**config.mk**
```make
export PLATFORM = sky130hd
export DESIGN_NAME = dmem_mmio_responder
export DESIGN_NICKNAME = d
export VERILOG_FILES = /design/src/rtl/dmem_mmio_responder.sv
export SDC_FILE = /design/constraint.sdc
export NUM_CORES = 1
export LEC_CHECK = 0
export ABC_CLOCK_PERIOD_IN_PS = 3000
export BUFFER_PORTS_ARGS = -buffer_cell sky130_fd_sc_hd__buf_2
export CORE_UTILIZATION = 55
export DETAILED_ROUTE_END_ITERATION = 10
export PLACE_DENSITY = 0.81
export SETUP_SLACK_MARGIN = 0.3
export SLEW_MARGIN = 0
export SYNTH_ARGS = -nofsm -noshare
export SYNTH_HDL_FRONTEND = slang
export SYNTH_SLANG_ARGS = --single-unit
```
**constraint.sdc**
```tcl
create_clock -name clock -period 3 [get_ports clock]
set_input_delay 0.15 -clock clock [delete_from_list [all_inputs] [get_ports clock]]
set_output_delay 0.15 -clock clock [all_outputs]
set_load 0.05 [all_outputs]
```
**src/rtl/dmem_mmio_responder.sv**
```systemverilog
// Data-memory port responder: passes low addresses through to the dmem
// syncram and decodes a small MMIO window (TX FIFO, cycle timer, scratch).
module dmem_mmio_responder #(
  parameter logic [11:0] MMIO_BASE  = 12'hFF0,
  parameter int unsigned FIFO_DEPTH = 8,
  parameter int unsigned FIFO_AW    = 3
) (
  input  logic        clock,
  input  logic        reset,
  input  logic [11:0] address_dmem,
  input  logic [31:0] data,
  input  logic        wren,
  output logic [31:0] q_dmem,
  output logic        mem_wren,
  input  logic [31:0] mem_q,
  output logic        tx_valid,
  output logic [7:0]  tx_data,
  input  logic        tx_ready
);

  localparam logic [FIFO_AW:0] CountFull = (FIFO_AW + 1)'(FIFO_DEPTH);

  logic [7:0]         fifo_mem [FIFO_DEPTH];
  logic [FIFO_AW-1:0] wr_ptr_q, wr_ptr_d;
  logic [FIFO_AW-1:0] rd_ptr_q, rd_ptr_d;
  logic [FIFO_AW:0]   count_q, count_d;
  logic               overflow_q, overflow_d;
  logic [31:0]        timer_q, timer_d;
  logic [31:0]        scratch_q, scratch_d;
  logic               sel_q;
  logic [31:0]        rdata_q, rdata_d;

  logic        is_mmio;
  logic [11:0] offset;
  logic        full, empty;
  logic        push, pop, do_push;
  logic [31:0] status;

  assign is_mmio  = (address_dmem >= MMIO_BASE);
  assign offset   = address_dmem - MMIO_BASE;
  assign mem_wren = wren & ~is_mmio;

  assign full     = (count_q == CountFull);
  assign empty    = (count_q == '0);
  assign tx_valid = ~empty;
  assign tx_data  = fifo_mem[rd_ptr_q];

  assign push    = wren & is_mmio & (offset == 12'd0);
  assign pop     = tx_valid & tx_ready;
  // When full, a simultaneous pop frees the slot the push lands in.
  assign do_push = push & (~full | pop);

  assign q_dmem = sel_q ? rdata_q : mem_q;

  // Next-state for FIFO bookkeeping, overflow, timer and scratch.
  always_comb begin
    wr_ptr_d   = wr_ptr_q;
    rd_ptr_d   = rd_ptr_q;
    count_d    = count_q;
    overflow_d = overflow_q;
    timer_d    = timer_q + 32'd1;
    scratch_d  = scratch_q;

    if (do_push) wr_ptr_d = wr_ptr_q + 1'b1;
    if (pop)     rd_ptr_d = rd_ptr_q + 1'b1;
    if (do_push && !pop)      count_d = count_q + 1'b1;
    else if (!do_push && pop) count_d = count_q - 1'b1;

    if (wren && is_mmio) begin
      if (offset == 12'd1 && data[10]) overflow_d = 1'b0;
      if (offset == 12'd2)             timer_d    = data;
      if (offset == 12'd3)             scratch_d  = data;
    end
    // A fresh overflow wins over a clear in the same cycle.
    if (push && full && !pop) overflow_d = 1'b1;
  end

  // MMIO read mux on pre-edge state.
  always_comb begin
    status             = '0;
    status[FIFO_AW:0]  = count_q;
    status[8]          = empty;
    status[9]          = full;
    status[10]         = overflow_q;
    rdata_d            = '0;
    if (is_mmio) begin
      case (offset)
        12'd1:   rdata_d = status;
        12'd2:   rdata_d = timer_q;
        12'd3:   rdata_d = scratch_q;
        default: rdata_d = '0;
      endcase
    end
  end

  // Control/state registers with synchronous active-low reset.
  always_ff @(posedge clock) begin
    if (!reset) begin
      wr_ptr_q   <= '0;
      rd_ptr_q   <= '0;
      count_q    <= '0;
      overflow_q <= 1'b0;
      timer_q    <= '0;
      scratch_q  <= '0;
      sel_q      <= 1'b0;
      rdata_q    <= '0;
    end else begin
      wr_ptr_q   <= wr_ptr_d;
      rd_ptr_q   <= rd_ptr_d;
      count_q    <= count_d;
      overflow_q <= overflow_d;
      timer_q    <= timer_d;
      scratch_q  <= scratch_d;
      sel_q      <= is_mmio;
      rdata_q    <= rdata_d;
    end
  end

  // FIFO storage; contents are don't-care after reset so no reset here.
  always_ff @(posedge clock) begin
    if (reset && do_push) fifo_mem[wr_ptr_q] <= data[7:0];
  end

endmodule

```
==> results of run 1 <==
## what timing repair did
action                                  in CTS  in global routing
buffers inserted                             0                  0
hold endpoints to repair                    23                  0
gates resized for setup                      0                  4
endpoints found under the setup margin       0                  1
hold buffers                                23                  0
## cells in the final DEF (no fill, tap or decap), drive strengths merged, types with 2 or more instances in the layout
cell type | synthesis | layout
a211oi | 11 | 11
a21oi | 59 | 59
a22oi | 32 | 32
and2 | 2 | 2
and3 | 4 | 4
and4 | 6 | 6
buf | 24 | 140
clkbuf | 22 | 22
clkinv | 0 | 5
clkinvlp | 0 | 4
dfxtp | 111 | 111
dlygate4sd3 | 0 | 23
edfxtp | 64 | 64
ha | 6 | 6
inv | 4 | 4
mux2 | 45 | 45
mux2i | 2 | 2
mux4 | 16 | 16
nand2 | 79 | 79
nand2b | 3 | 3
nand3 | 19 | 19
nand3b | 3 | 3
nand4 | 16 | 16
nor2 | 62 | 62
nor2b | 2 | 2
nor3 | 10 | 10
nor4 | 2 | 2
o21ai | 25 | 25
or3 | 3 | 3
or4 | 2 | 2
xnor2 | 12 | 12
xor2 | 23 | 23
## critical path, cell delays in order (launching register included)
cell and delay [ns]:
dfxtp_1 0.38, nor3_2 0.21, nand3b_1 0.15, and4_4 0.24, ha_1 0.21, inv_1 0.13
ha_1 0.25, a21o_1 0.18, a21oi_1 0.16, xnor2_1 0.10, or3_1 0.30, a21oi_1 0.13
## per-layer routing
layer	vias up	routed length, um
li1	2705	-
met1	2795	7020
met2	227	9330
met3	41	994
met4	0	486
met5	-	0
## kinds of logic after synthesis
kind of cell,count (synthesis)
AOI/OAI and AO/OA,130
xor gates and xnor gates,35
buffers and inverters,50
muxes,63
adders and majority gates,7
and+or+nand+nor,213
DFF,175
## area by class of cell
class / count / area [um^2] / area share, %
clock inverters: 10 / 88.8 / 0.981
well taps: 176 / 220 / 2.43
inverters: 4 / 15.0 / 0.166
multi-input cells: 448 / 3140 / 34.6
clock buffers: 22 / 474 / 5.24
repair buffers: 163 / 978 / 10.8
flip-flops and latches: 175 / 4140 / 45.8
## flip-flops by register name, summed over array words and instances, names as in the netlist, named ones only
register,count
count_q,4
fifo_mem,64
overflow_q,1
rd_ptr_q,3
rdata_q,32
scratch_q,32
sel_q,1
timer_q,32
wr_ptr_q,3
## how the worst min path moves through the flow
stage	end	slack, ns	cells past startpoint
after floorplan	fifo_mem[0][0]	0.25	0
after global placement	scratch_q[31]	0.41	3
after detailed placement	scratch_q[23]	0.42	3
after CTS	scratch_q[10]	0.009	3
after global routing	scratch_q[10]	0.007	3
final	scratch_q[10]	0.02	3
## report_power, final
part | switching (mW) | internal, mW
Combinational | 0.519 | 0.357
Clock | 0.890 | 1.20
Sequential | 0.0547 | 2.49
Total | 1.46 | 4.05
==> impl_metrics.ini, run 1 <==
[status]
status = finished clean

[timing]
setup_viol = 0
min_period_ns = 2.53
worst_pin_slew_ns = 1.06
setup_slack_ns = 0.475
fin_skew_ns = 0.0128
final_max_slew_viol_count = 0
fin_hold_ws_ns = 0.0207
fin_setup_tns_ns = 0
max-slew-margin-rel_pct = 28.5
fin_crit_sh_pct = 84.2
hold_viol = 0
rsz0062_at_grt = no
max_freq_mhz = 396

[critical_path]
crit_path_start_kind = flop
worst_setup_path_end_kind = flop
crit_path_end = count_q[3]
r2r-end = count_q[3]
crit_required_ns = 3.35
startpoint = count_q[1]
cp_max_fo = 6
reg2reg_depth = 11
worst_ep_arrival_time_ns = 2.88
crit_type = flop to flop
rr_startpoint = count_q[1]
rrSetupSlack_ns = 0.47

[floorplanning]
die_area_um2 = 14100
start_util_pct = 56.4
core_um2 = 13300
ioPinCount = 122
core.rowCount = 42
die_w_um = 119
fp.dieH_um = 119

[grt]
grt_util_met1_pct = 30.5
grt_util_met2_pct = 46.9
antenna_found_initial = 1
track_usage_pct = 26.4
overflow = 0
grt_max_degree = 57
use_met3_pct = 5.69
busiest_layer = met2
grt_pass1_wl_um = 28800
grt_pass1_vias = 5853

[yosys]
seq_area_frac_synth_pct = 55.3
synth.top_cells.by_count = 111 x dfxtp_1, 79 x nand2_1, 64 x edfxtp_1, 61 x nor2_1, 58 x a21oi_1
yosys.area_share.adder_pct = 1.27
ys.flop_type = dfxtp_1
synthSimpleGateAreaFrac_pct = 14.1
synth.largest_area_cell = dfxtp_1
avgSynthCellArea_um2 = 11.1
syn_nets = 760
async_flop_share_pct = 0
synth_top_family_by_area = simple AND/OR/NAND/NOR gates
synth_mux_area_share_pct = 11.8
synthTopCellsByArea = dfxtp_1 30%, edfxtp_1 26%, mux2_2 6.8%
netlist_area_um2 = 7500
yosysWarnings = 0
synth.distinct_cells = 44
synth_top_cell_area_share_pct = 29.6
synth_seq_cells = 175
synthCells = 673
yosysMostFrequentCell = dfxtp_1
synth-xor-area-share_pct = 4.09
synth_edf_count = 64
synth_compound_area_share_pct = 10.4

[place]
port_buffers = 121
gp_congestion = 0.889
place_inst = 943
detailed_place.area_um2 = 8250
place_ws_ns = 0.387
dp_hpwl_um = 12000

[pwr]
irDropWorstVdd_mv = 0.465
leakagePower_nw = 3.20
total_power_mw = 5.52
power.density_nw_per_um2 = 609

[clocking]
root_buffer = clkbuf_16
cts_buffers = 17
cts.sinks = 175
cts_htree_levels = 4
insertion_delay_ns = 0.43
cts_tree = built
cts_buffer_depth = 2
clk_pin_slew_ns = 0.06

[drt]
wirelength_um = 17800
routedWlPerCell_um = 17.9
first_pass_iters = 5
vias = 5768
viasPerCell = 5.78
drc = 0
initialDrtViolationCount = 496
ant_nets = 0

[min_path]
hp-start = data[10]
hold_path.class = input pin to flop

[final_layout]
finish.utilization_pct = 68.1
fin_area_um2 = 9060
fillers = 972
final_cells = 998
syn_to_final_growth_pct = 20.8
nets = 896
drive_gt1_share_pct = 30.3
diodes = 0

[flow_run]
maxCapViolCount = 0
(Power assumes the default switching activity.)
==> run 2: changes to the inputs <==
- ABC_CLOCK_PERIOD_IN_PS: 3000 -> 2600
- clock period: 3 -> 2.6 ns (I/O delays scaled with it)
==> impl_metrics.ini, run 2 (synthesis results as in run 1) <==
[final_layout]
fin_area_um2 = 9170
final_cells = 1009
largest_reg_flops = 64
syn_to_final_growth_pct = 22.2
final_cell_mix = 121 x buf_2, 107 x dfxtp_1, 78 x nand2_1, 64 x edfxtp_1, 61 x nor2_1
fillers = 936
largest_register = fifo_mem
nets = 907
finish.utilization_pct = 69.0
diodes = 0
drive_gt1_share_pct = 31.9
layout_commonest_cell = buf_2

[timing]
fin_skew_ns = 0.0106
rsz0062_at_grt = yes
worst_pin_slew_ns = 0.644
final_max_slew_viol_count = 0
max-slew-margin-rel_pct = 57.0
fin_setup_tns_ns = 0
min_period_ns = 2.36
setup_viol = 0
setup_slack_ns = 0.236
fin_crit_sh_pct = 90.9
max_freq_mhz = 423
fin_hold_ws_ns = 0.0217
hold_viol = 0

[clocking]
insertion_delay_ns = 0.43
cts_tree = built
cts_buffer_depth = 2
root_buffer = clkbuf_16
clk_pin_slew_ns = 0.06
cts_buffers = 17
cts.sinks = 175
cts_htree_levels = 4

[pwr]
power.share.clock_pct = 36.1
power.density_nw_per_um2 = 691
irDropWorstVdd_mv = 0.409
netSwitchingFraction_pct = 26.9
power.switching_mw = 1.70
p_int_mw = 4.63
total_power_mw = 6.33
pwr-share-seq_pct = 46.6
p_comb_share_pct = 17.3
leakagePower_nw = 3.27

[place]
port_buffers = 121
gp_congestion = 0.841
dp_hpwl_um = 12000
place_ws_ns = 0.123
detailed_place.area_um2 = 8340
place_inst = 949

[critical_path]
worst_ep_arrival_time_ns = 2.65
crit_type = flop to flop
worst_setup_path_end_kind = flop
cp_max_fo = 5
crit_required_ns = 2.88
crit_path_start_kind = flop

[drt]
routedWlPerCell_um = 17.9
vias = 5849
viasPerCell = 5.80
wirelength_um = 18100
initialDrtViolationCount = 425
first_pass_iters = 5
ant_nets = 0
drc = 0

[grt]
antenna_found_initial = 0
grt_max_degree = 57
track_usage_pct = 26.8
grt_pass1_wl_um = 29200
overflow = 0
grt_pass1_vias = 5995

[floorplanning]
start_util_pct = 56.4
core_um2 = 13300
core.rowCount = 42
ioPinCount = 122
fp.dieH_um = 119
die_w_um = 119
die_area_um2 = 14100

[min_path]
hold_path.class = input pin to flop

[flow_run]
maxCapViolCount = 0

[status]
status = finished clean
## run 2: final cells by class
type	count	area [um^2]	area share, %
Multi-Input combinational cell	448	3170	34.6
Tap cell	176	220	2.40
Sequential cell	175	4150	45.3
Clock inverter	11	63.8	0.696
Inverter	4	15.0	0.164
Clock buffer	21	472	5.15
Timing Repair Buffer	174	1080	11.8
## run 2: worst max-delay path, cell delays in order, from the launching register on
cell and delay (ns):
dfxtp_2 0.36, nor3_4 0.19, nand3b_1 0.16, and4_4 0.24, ha_4 0.16, inv_2 0.07, ha_1 0.23, a21o_1 0.17
a21oi_2 0.14, xnor2_1 0.10, o21ai_0 0.31, a21oi_2 0.10
## run 2: path summary, 6_finish.rpt
kind / to / startpoint / slack [ns] / cells after the start
worst max-delay path: count_q[3] / count_q[0] / 0.24 / 11
worst min-delay path: fifo_mem[7][7] / data[7] / 0.02 / 1
worst max register to register: count_q[3] / count_q[0] / 0.24 / 11
worst min register to register: scratch_q[17] / scratch_q[17] / 0.45 / 2
## run 2: power groups by stage
stage | Combinational, mW | Clock, mW | Sequential, mW
CTS | 1.08 | 2.32 | 2.95
finish | 1.10 | 2.29 | 2.95
detailed placement | 1.01 | 0 | 3.00
global route | 1.16 | 2.44 | 2.96
global placement | 0.967 | 0 | 3.00
floorplan | 0.774 | 0 | 2.98
## run 2: timing repair
item	CTS	global route
hold buffers	24	0
gates cloned	0	0
endpoints found under the setup margin	8	6
hold endpoints to repair	25	0
pin swaps	1	0
buffers inserted	2	2
resized for setup	5	4
## run 2: routing by layer
layer	track usage (%)	wire (um)	vias to the layer above
met5	0	0	-
met3	5.84	941	50
met2	47.4	9490	245
li1	-	-	2727
met4	13.1	556	0
met1	30.6	7070	2827
